==> src/rtl/regfile_2w2r_if.sv <==
// Bundles the register file's control, write, read and status signals.
// Pure wiring: adds no latency.
// No backpressure: every signal is sampled or driven every cycle.
interface regfile_2w2r_if #(
    parameter int WIDTH = 16,
    parameter int AW    = 3
);
    logic             flush;
    logic             wr_a;
    logic [AW-1:0]    wr_addr_a;
    logic [WIDTH-1:0] d_in_a;
    logic             wr_b;
    logic [AW-1:0]    wr_addr_b;
    logic [WIDTH-1:0] d_in_b;
    logic [AW-1:0]    rd_addr_a;
    logic [AW-1:0]    rd_addr_b;
    logic [WIDTH-1:0] d_out_a;
    logic [WIDTH-1:0] d_out_b;
    logic             vld_a;
    logic             vld_b;
    logic             wr_collide;

    // Decode/writeback side: drives addresses and write data, observes read results.
    modport master (
        output flush, wr_a, wr_addr_a, d_in_a, wr_b, wr_addr_b, d_in_b,
               rd_addr_a, rd_addr_b,
        input  d_out_a, d_out_b, vld_a, vld_b, wr_collide
    );

    // Register file side.
    modport slave (
        input  flush, wr_a, wr_addr_a, d_in_a, wr_b, wr_addr_b, d_in_b,
               rd_addr_a, rd_addr_b,
        output d_out_a, d_out_b, vld_a, vld_b, wr_collide
    );
endinterface

==> src/rtl/regfile_2w2r.sv <==
// Two-write/two-read register file with per-entry valid scoreboard and optional bypass/zero register.
// Reads combinational (0 cycles); writes visible next cycle (same cycle with BYPASS); wr_collide 1 cycle late.
// No backpressure: both write ports always accepted; on a same-address collision port B wins.
module regfile_2w2r #(
    parameter int WIDTH    = 16,
    parameter int DEPTH    = 8,
    parameter int BYPASS   = 0,
    parameter int ZERO_REG = 0
) (
    input  logic           i_clk,
    input  logic           i_rst_n,
    regfile_2w2r_if.slave  rf_if
);
    localparam int AW = $clog2(DEPTH);

    logic [WIDTH-1:0] r_mem [DEPTH];
    logic [DEPTH-1:0] r_vld;
    logic             r_collide;

    logic             w_we_a;
    logic             w_we_b;
    logic             w_collide;
    logic [DEPTH-1:0] w_vld_nxt;
    logic [WIDTH-1:0] w_dout_a;
    logic [WIDTH-1:0] w_dout_b;
    logic             w_vld_a;
    logic             w_vld_b;

    // Effective write enables: gated by reset (so bypass is also quiet in reset)
    // and suppressed for address 0 when it is the hardwired zero register.
    assign w_we_a = i_rst_n && rf_if.wr_a
                    && !((ZERO_REG != 0) && (rf_if.wr_addr_a == AW'(0)));
    assign w_we_b = i_rst_n && rf_if.wr_b
                    && !((ZERO_REG != 0) && (rf_if.wr_addr_b == AW'(0)));
    assign w_collide = w_we_a && w_we_b && (rf_if.wr_addr_a == rf_if.wr_addr_b);

    // Data storage: port A is dropped on collision so port B's data lands.
    always_ff @(posedge i_clk or negedge i_rst_n) begin
        if (!i_rst_n) begin
            for (int i = 0; i < DEPTH; i++) begin
                r_mem[i] <= '0;
            end
        end else begin
            if (w_we_a && !w_collide) begin
                r_mem[rf_if.wr_addr_a] <= rf_if.d_in_a;
            end
            if (w_we_b) begin
                r_mem[rf_if.wr_addr_b] <= rf_if.d_in_b;
            end
        end
    end

    // Next valid vector: flush clears everything, then this edge's writes set their bits.
    always_comb begin
        w_vld_nxt = rf_if.flush ? '0 : r_vld;
        if (w_we_a) begin
            w_vld_nxt[rf_if.wr_addr_a] = 1'b1;
        end
        if (w_we_b) begin
            w_vld_nxt[rf_if.wr_addr_b] = 1'b1;
        end
    end

    // Valid scoreboard and collision flag registers.
    always_ff @(posedge i_clk or negedge i_rst_n) begin
        if (!i_rst_n) begin
            r_vld     <= '0;
            r_collide <= 1'b0;
        end else begin
            r_vld     <= w_vld_nxt;
            r_collide <= w_collide;
        end
    end

    // Read port A: storage, optionally forwarded from an in-flight write (B first), zero reg last.
    always_comb begin
        w_dout_a = r_mem[rf_if.rd_addr_a];
        w_vld_a  = r_vld[rf_if.rd_addr_a];
        if (BYPASS != 0) begin
            if (w_we_b && (rf_if.wr_addr_b == rf_if.rd_addr_a)) begin
                w_dout_a = rf_if.d_in_b;
                w_vld_a  = 1'b1;
            end else if (w_we_a && (rf_if.wr_addr_a == rf_if.rd_addr_a)) begin
                w_dout_a = rf_if.d_in_a;
                w_vld_a  = 1'b1;
            end
        end
        if ((ZERO_REG != 0) && (rf_if.rd_addr_a == AW'(0))) begin
            w_dout_a = '0;
            w_vld_a  = 1'b1;
        end
    end

    // Read port B: same selection as port A, independent address.
    always_comb begin
        w_dout_b = r_mem[rf_if.rd_addr_b];
        w_vld_b  = r_vld[rf_if.rd_addr_b];
        if (BYPASS != 0) begin
            if (w_we_b && (rf_if.wr_addr_b == rf_if.rd_addr_b)) begin
                w_dout_b = rf_if.d_in_b;
                w_vld_b  = 1'b1;
            end else if (w_we_a && (rf_if.wr_addr_a == rf_if.rd_addr_b)) begin
                w_dout_b = rf_if.d_in_a;
                w_vld_b  = 1'b1;
            end
        end
        if ((ZERO_REG != 0) && (rf_if.rd_addr_b == AW'(0))) begin
            w_dout_b = '0;
            w_vld_b  = 1'b1;
        end
    end

    assign rf_if.d_out_a    = w_dout_a;
    assign rf_if.d_out_b    = w_dout_b;
    assign rf_if.vld_a      = w_vld_a;
    assign rf_if.vld_b      = w_vld_b;
    assign rf_if.wr_collide = r_collide;

endmodule

==> src/flat_wrapper.sv <==
// flat-port wrapper written by rule: the top's interface ports become plain ports
module regfile_2w2r_flat 
#(
    parameter int WIDTH    = 16,
    parameter int DEPTH    = 8,
    parameter int BYPASS   = 0,
    parameter int ZERO_REG = 0
)
  (i_clk, i_rst_n, rf_if_flush, rf_if_wr_a, rf_if_wr_addr_a, rf_if_d_in_a, rf_if_wr_b, rf_if_wr_addr_b, rf_if_d_in_b, rf_if_rd_addr_a, rf_if_rd_addr_b, rf_if_d_out_a, rf_if_d_out_b, rf_if_vld_a, rf_if_vld_b, rf_if_wr_collide);
  regfile_2w2r_if #(.WIDTH(WIDTH), .AW(3)) rf_if_i ();
  input  logic i_clk;
  input  logic i_rst_n;
  input wire logic [$bits(rf_if_i.flush)-1:0] rf_if_flush;
  input wire logic [$bits(rf_if_i.wr_a)-1:0] rf_if_wr_a;
  input wire logic [$bits(rf_if_i.wr_addr_a)-1:0] rf_if_wr_addr_a;
  input wire logic [$bits(rf_if_i.d_in_a)-1:0] rf_if_d_in_a;
  input wire logic [$bits(rf_if_i.wr_b)-1:0] rf_if_wr_b;
  input wire logic [$bits(rf_if_i.wr_addr_b)-1:0] rf_if_wr_addr_b;
  input wire logic [$bits(rf_if_i.d_in_b)-1:0] rf_if_d_in_b;
  input wire logic [$bits(rf_if_i.rd_addr_a)-1:0] rf_if_rd_addr_a;
  input wire logic [$bits(rf_if_i.rd_addr_b)-1:0] rf_if_rd_addr_b;
  output wire logic [$bits(rf_if_i.d_out_a)-1:0] rf_if_d_out_a;
  output wire logic [$bits(rf_if_i.d_out_b)-1:0] rf_if_d_out_b;
  output wire logic [$bits(rf_if_i.vld_a)-1:0] rf_if_vld_a;
  output wire logic [$bits(rf_if_i.vld_b)-1:0] rf_if_vld_b;
  output wire logic [$bits(rf_if_i.wr_collide)-1:0] rf_if_wr_collide;
  assign rf_if_i.flush = rf_if_flush;
  assign rf_if_i.wr_a = rf_if_wr_a;
  assign rf_if_i.wr_addr_a = rf_if_wr_addr_a;
  assign rf_if_i.d_in_a = rf_if_d_in_a;
  assign rf_if_i.wr_b = rf_if_wr_b;
  assign rf_if_i.wr_addr_b = rf_if_wr_addr_b;
  assign rf_if_i.d_in_b = rf_if_d_in_b;
  assign rf_if_i.rd_addr_a = rf_if_rd_addr_a;
  assign rf_if_i.rd_addr_b = rf_if_rd_addr_b;
  assign rf_if_d_out_a = rf_if_i.d_out_a;
  assign rf_if_d_out_b = rf_if_i.d_out_b;
  assign rf_if_vld_a = rf_if_i.vld_a;
  assign rf_if_vld_b = rf_if_i.vld_b;
  assign rf_if_wr_collide = rf_if_i.wr_collide;
  regfile_2w2r #(.WIDTH(WIDTH), .DEPTH(DEPTH), .BYPASS(BYPASS), .ZERO_REG(ZERO_REG)) u_core (.i_clk(i_clk), .i_rst_n(i_rst_n), .rf_if(rf_if_i));
endmodule
==> config.mk <==
export PLATFORM = sky130hd
export DESIGN_NAME = regfile_2w2r_flat
export DESIGN_NICKNAME = d
export VERILOG_FILES = /design/src/rtl/regfile_2w2r_if.sv /design/src/rtl/regfile_2w2r.sv /design/src/flat_wrapper.sv
export SDC_FILE = /design/constraint.sdc
export NUM_CORES = 1
export LEC_CHECK = 0
export ABC_AREA = 0
export CORE_MARGIN = 3
export CORE_UTILIZATION = 46
export CTS_BUF_LIST = sky130_fd_sc_hd__clkbuf_4
export DETAILED_ROUTE_END_ITERATION = 10
export PLACE_DENSITY = 0.75
export SLEW_MARGIN = 10
export SYNTH_ARGS = -nofsm -noshare
export SYNTH_HDL_FRONTEND = slang
export SYNTH_SLANG_ARGS = --single-unit
==> constraint.sdc <==
create_clock -name i_clk -period 5.9 [get_ports i_clk]
set_input_delay 1.77 -clock i_clk [delete_from_list [all_inputs] [get_ports i_clk]]
set_output_delay 1.77 -clock i_clk [all_outputs]
set_load 0.03 [all_outputs]
==> key figures <==
Setup path
  – Worst R2R Start: u_core.r_vld[2]$_DFF_PN0_
  – Startpoint Class: input port
  – CP Data Required Time: 4.13 ns
  – Reg2reg setup slack: 5.00 ns
  – Crit path buf inv count: 3
  – R2R depth: 3
  – CP Cell Sequence: buf_2 > buf_12 > mux4_2 > mux2_2 > clkdlybuf4s50_1
  – Setup crit end kind: output pin
  – Crit path depth: 5
  – CP Class: in2out
  – Cell family with most CP delay: buffers and inverters
  – CP max stage delay: 0.60 ns
  – Crit Reg-Reg Endpoint: u_core.r_vld[2]$_DFF_PN0_
  – Data arrival time of the worst path: 3.77 ns
  – Cell with the largest stage delay on the worst path: clkdlybuf4s50_1
  – Crit-path max FO: 14

Placed design
  – Count of input and output buffers: 83
  – Inst Count DP: 1188
  – Global placement routability congestion: 0.826
  – DP Wirelength: 17900 um

Clock tree
  – Root cell of the clock tree: clkbuf_4
  – Post-CTS sizing: 0
  – Hold Buf Count CTS: 0
  – CTS tree: built
  – H-tree depth: 4
  – Clk_lat worst skew: 0.56 ns
  – Clock sinks: 137
  – Clock Pin Slew Worst Setup and Hold Paths: 0.11 ns
  – Post-CTS setup buffers: 0
  – CTS max path bufs: 2
  – Num CTS Buffers: 17

Routing
  – Initial drt markers: 1297
  – Routed Wire Length: 29600 um
  – Pre-antenna DRT Iters: 6
  – Via count: 8451
  – WL per Instance: 24.2 um
  – Post-route DRC violation count: 0
  – Remaining antenna violation count after routing: 0
  – Routed vias/inst: 6.91

Logic synthesis
  – Mux contribution to synthesized area: 0.215
  – Syn_nets: 992
  – XOR/XNOR Fraction of Synth Area: 0.00465
  – Mean Syn Cell Area: 9.43 um2
  – Mapped Cells: 943
  – Cell Area, Synth: 8890 um2
  – Post-Synth Simple-Gate Area: 0.159
  – Yosys warnings: 0
  – Largest family of logic cells by synthesized area: multiplexers
  – Register bit total from synthesis: 137
  – Synth Area in Adders: 0
  – Sequential area share after synthesis: 0.386
  – Cell variety after synth: 23
  – Complex-gate fraction of the synthesized area: 0.174

Layout
  – Fraction of layout cells with a size suffix above 1: 0.195
  – Post-Layout Cell Count: 1223
  – Register area: 3430 um2
  – Core Util, Final: 0.543
  – Nets@finish: 996
  – Area Overhead vs Synth: 14.9%
  – Commonest non-fill, non-tap cell in the layout: nand3_1
  – Fillers: 1617
  – Commonest cells after routing, fill and taps aside: nand3_1, nand2_1, dfrtp_1
  – Area taken by multi-input logic gates: 5000 um2

Floorplanning
  – Die X: 145 um
  – Die area: 21000 um2
  – Starting Density: 0.472
  – Die height: 145 um
  – # IOs: 84
  – Core footprint: 18800 um2
  – Rows: 50

Pwr
  – Lkg Pwr: 4.01 nW
  – Final Power: 3.15 mW
  – Pwr Density: 309 nW/um2
  – Peak supply drop: 0.130 mV

STA
  – Max Transition Viols Final: 0
  – Hold WS: 0.566 ns
  – Min Clock Period, post-route: 5.54 ns
  – Period utilisation layout: 0.938
  – Fmax achieved: 181 MHz
  – Layout Skew: 0 ns
  – RSZ-0062 raised after global routing: no
  – Final hold violations: 0
  – Least-Margin Pin Slew: 1.02 ns
  – TNS Setup: 0 ns
  – Slew HR: 0.318
  – Setup Viol. Count Final: 0

Min path
  – WHS Endpoint: u_core.r_vld[6]$_DFF_PN0_
  – Hold path startpoint: u_core.r_vld[6]$_DFF_PN0_
  – Hold Path Depth: 2
  – Hold Crit Class: reg2reg

Global routing
  – Vias in the first global route: 8252
  – First-pass GRT wire length: 46600 um
  – Tot GR Track Use: 0.279
  – Initial antenna violation count: 3
  – Global route overflow: 0
  – Pin count of the biggest net entering global routing: 65

Outcome
  – Outcome: completed

Job
  – Max_cap viols: 0
==> Yosys cell counts <==
library cell / count / area (um2)
mux4_2: 68 / 1530
buf_4: 1 / 7.51
mux2_2: 34 / 383
a21oi_1: 119 / 596
buf_2: 28 / 140
nand2_1: 145 / 544
xor2_2: 2 / 32.5
a31oi_1: 113 / 707
xor2_1: 1 / 8.76
nor4_1: 1 / 6.26
and3_1: 2 / 12.5
buf_1: 17 / 63.8
nand2b_1: 3 / 18.8
nor2b_1: 10 / 62.6
o211ai_1: 15 / 113
clkbuf_1: 80 / 300
o311ai_2: 8 / 130
nor2_1: 2 / 7.51
clkbuf_2: 7 / 35.0
dfrtp_1: 137 / 3430
and3b_1: 2 / 17.5
nand3_1: 146 / 731
and2_1: 2 / 12.5
==> final cells by class <==
cell class	instances	share of cell area
clock inverters	14	0.0176
multi-input cells	673	0.490
diodes	3	0.000735
repair buffers	118	0.111
clock buffers	18	0.0132
well taps	260	0.0318
flip-flops and latches	137	0.336
==> through the flow <==
step	area, um2	setup slack (ns)
finish	10200	0.365
global route	10200	0.326
CTS	10200	0.366
detailed placement	9890	0.364
global placement	9890	0.394
floorplan	8890	1.00
==> worst max-delay path by stage <==
stage / from / end / slack [ns]
6_report: rf_if_rd_addr_a[0] / rf_if_d_out_a[4] / 0.36
5_1_grt: rf_if_rd_addr_a[0] / rf_if_d_out_a[6] / 0.33
4_1_cts: rf_if_rd_addr_a[0] / rf_if_d_out_a[4] / 0.37
3_5_place_dp: rf_if_rd_addr_a[0] / rf_if_d_out_a[4] / 0.36
3_3_place_gp: rf_if_rd_addr_a[0] / rf_if_d_out_a[4] / 0.39
2_1_floorplan: rf_if_rd_addr_a[0] / rf_if_d_out_a[0] / 1.00
==> power breakdown <==
group | switching [mW] | total, mW | internal, mW
logic | 0.539 | 1.10 | 0.565
clock network | 0.357 | 0.692 | 0.336
registers | 0.191 | 1.36 | 1.17
total | 1.09 | 3.15 | 2.07
==> metal layers <==
layer	part of all wire	global-route usage
met1	0.38	0.367
met2	0.47	0.446
met3	0.10	0.0543
met4	0.051	0.139
met5	0	0
==> kinds of logic (layout without fill, tap and decap cells) <==
group,after synthesis,count (layout)
buffers and inverters,133,150
other,0,3
DFF,137,137
muxes,102,102
AOI/OAI and AO/OA,255,255
and+or+nand+nor,313,313
xor gates and xnor gates,3,3
==> tightest hold or removal path, cell delays in order (launching register included) <==
cell	delay, ns
dfrtp_1	0.39
nand2b_1	0.07
nand3_1	0.07
==> sequential cells by signal, indices dropped and copies added, names as in the netlist <==
signal                   cells
u_core.r_mem               128
u_core.rf_if.wr_collide      1
u_core.r_vld                 8
(Power assumes the default switching activity.)
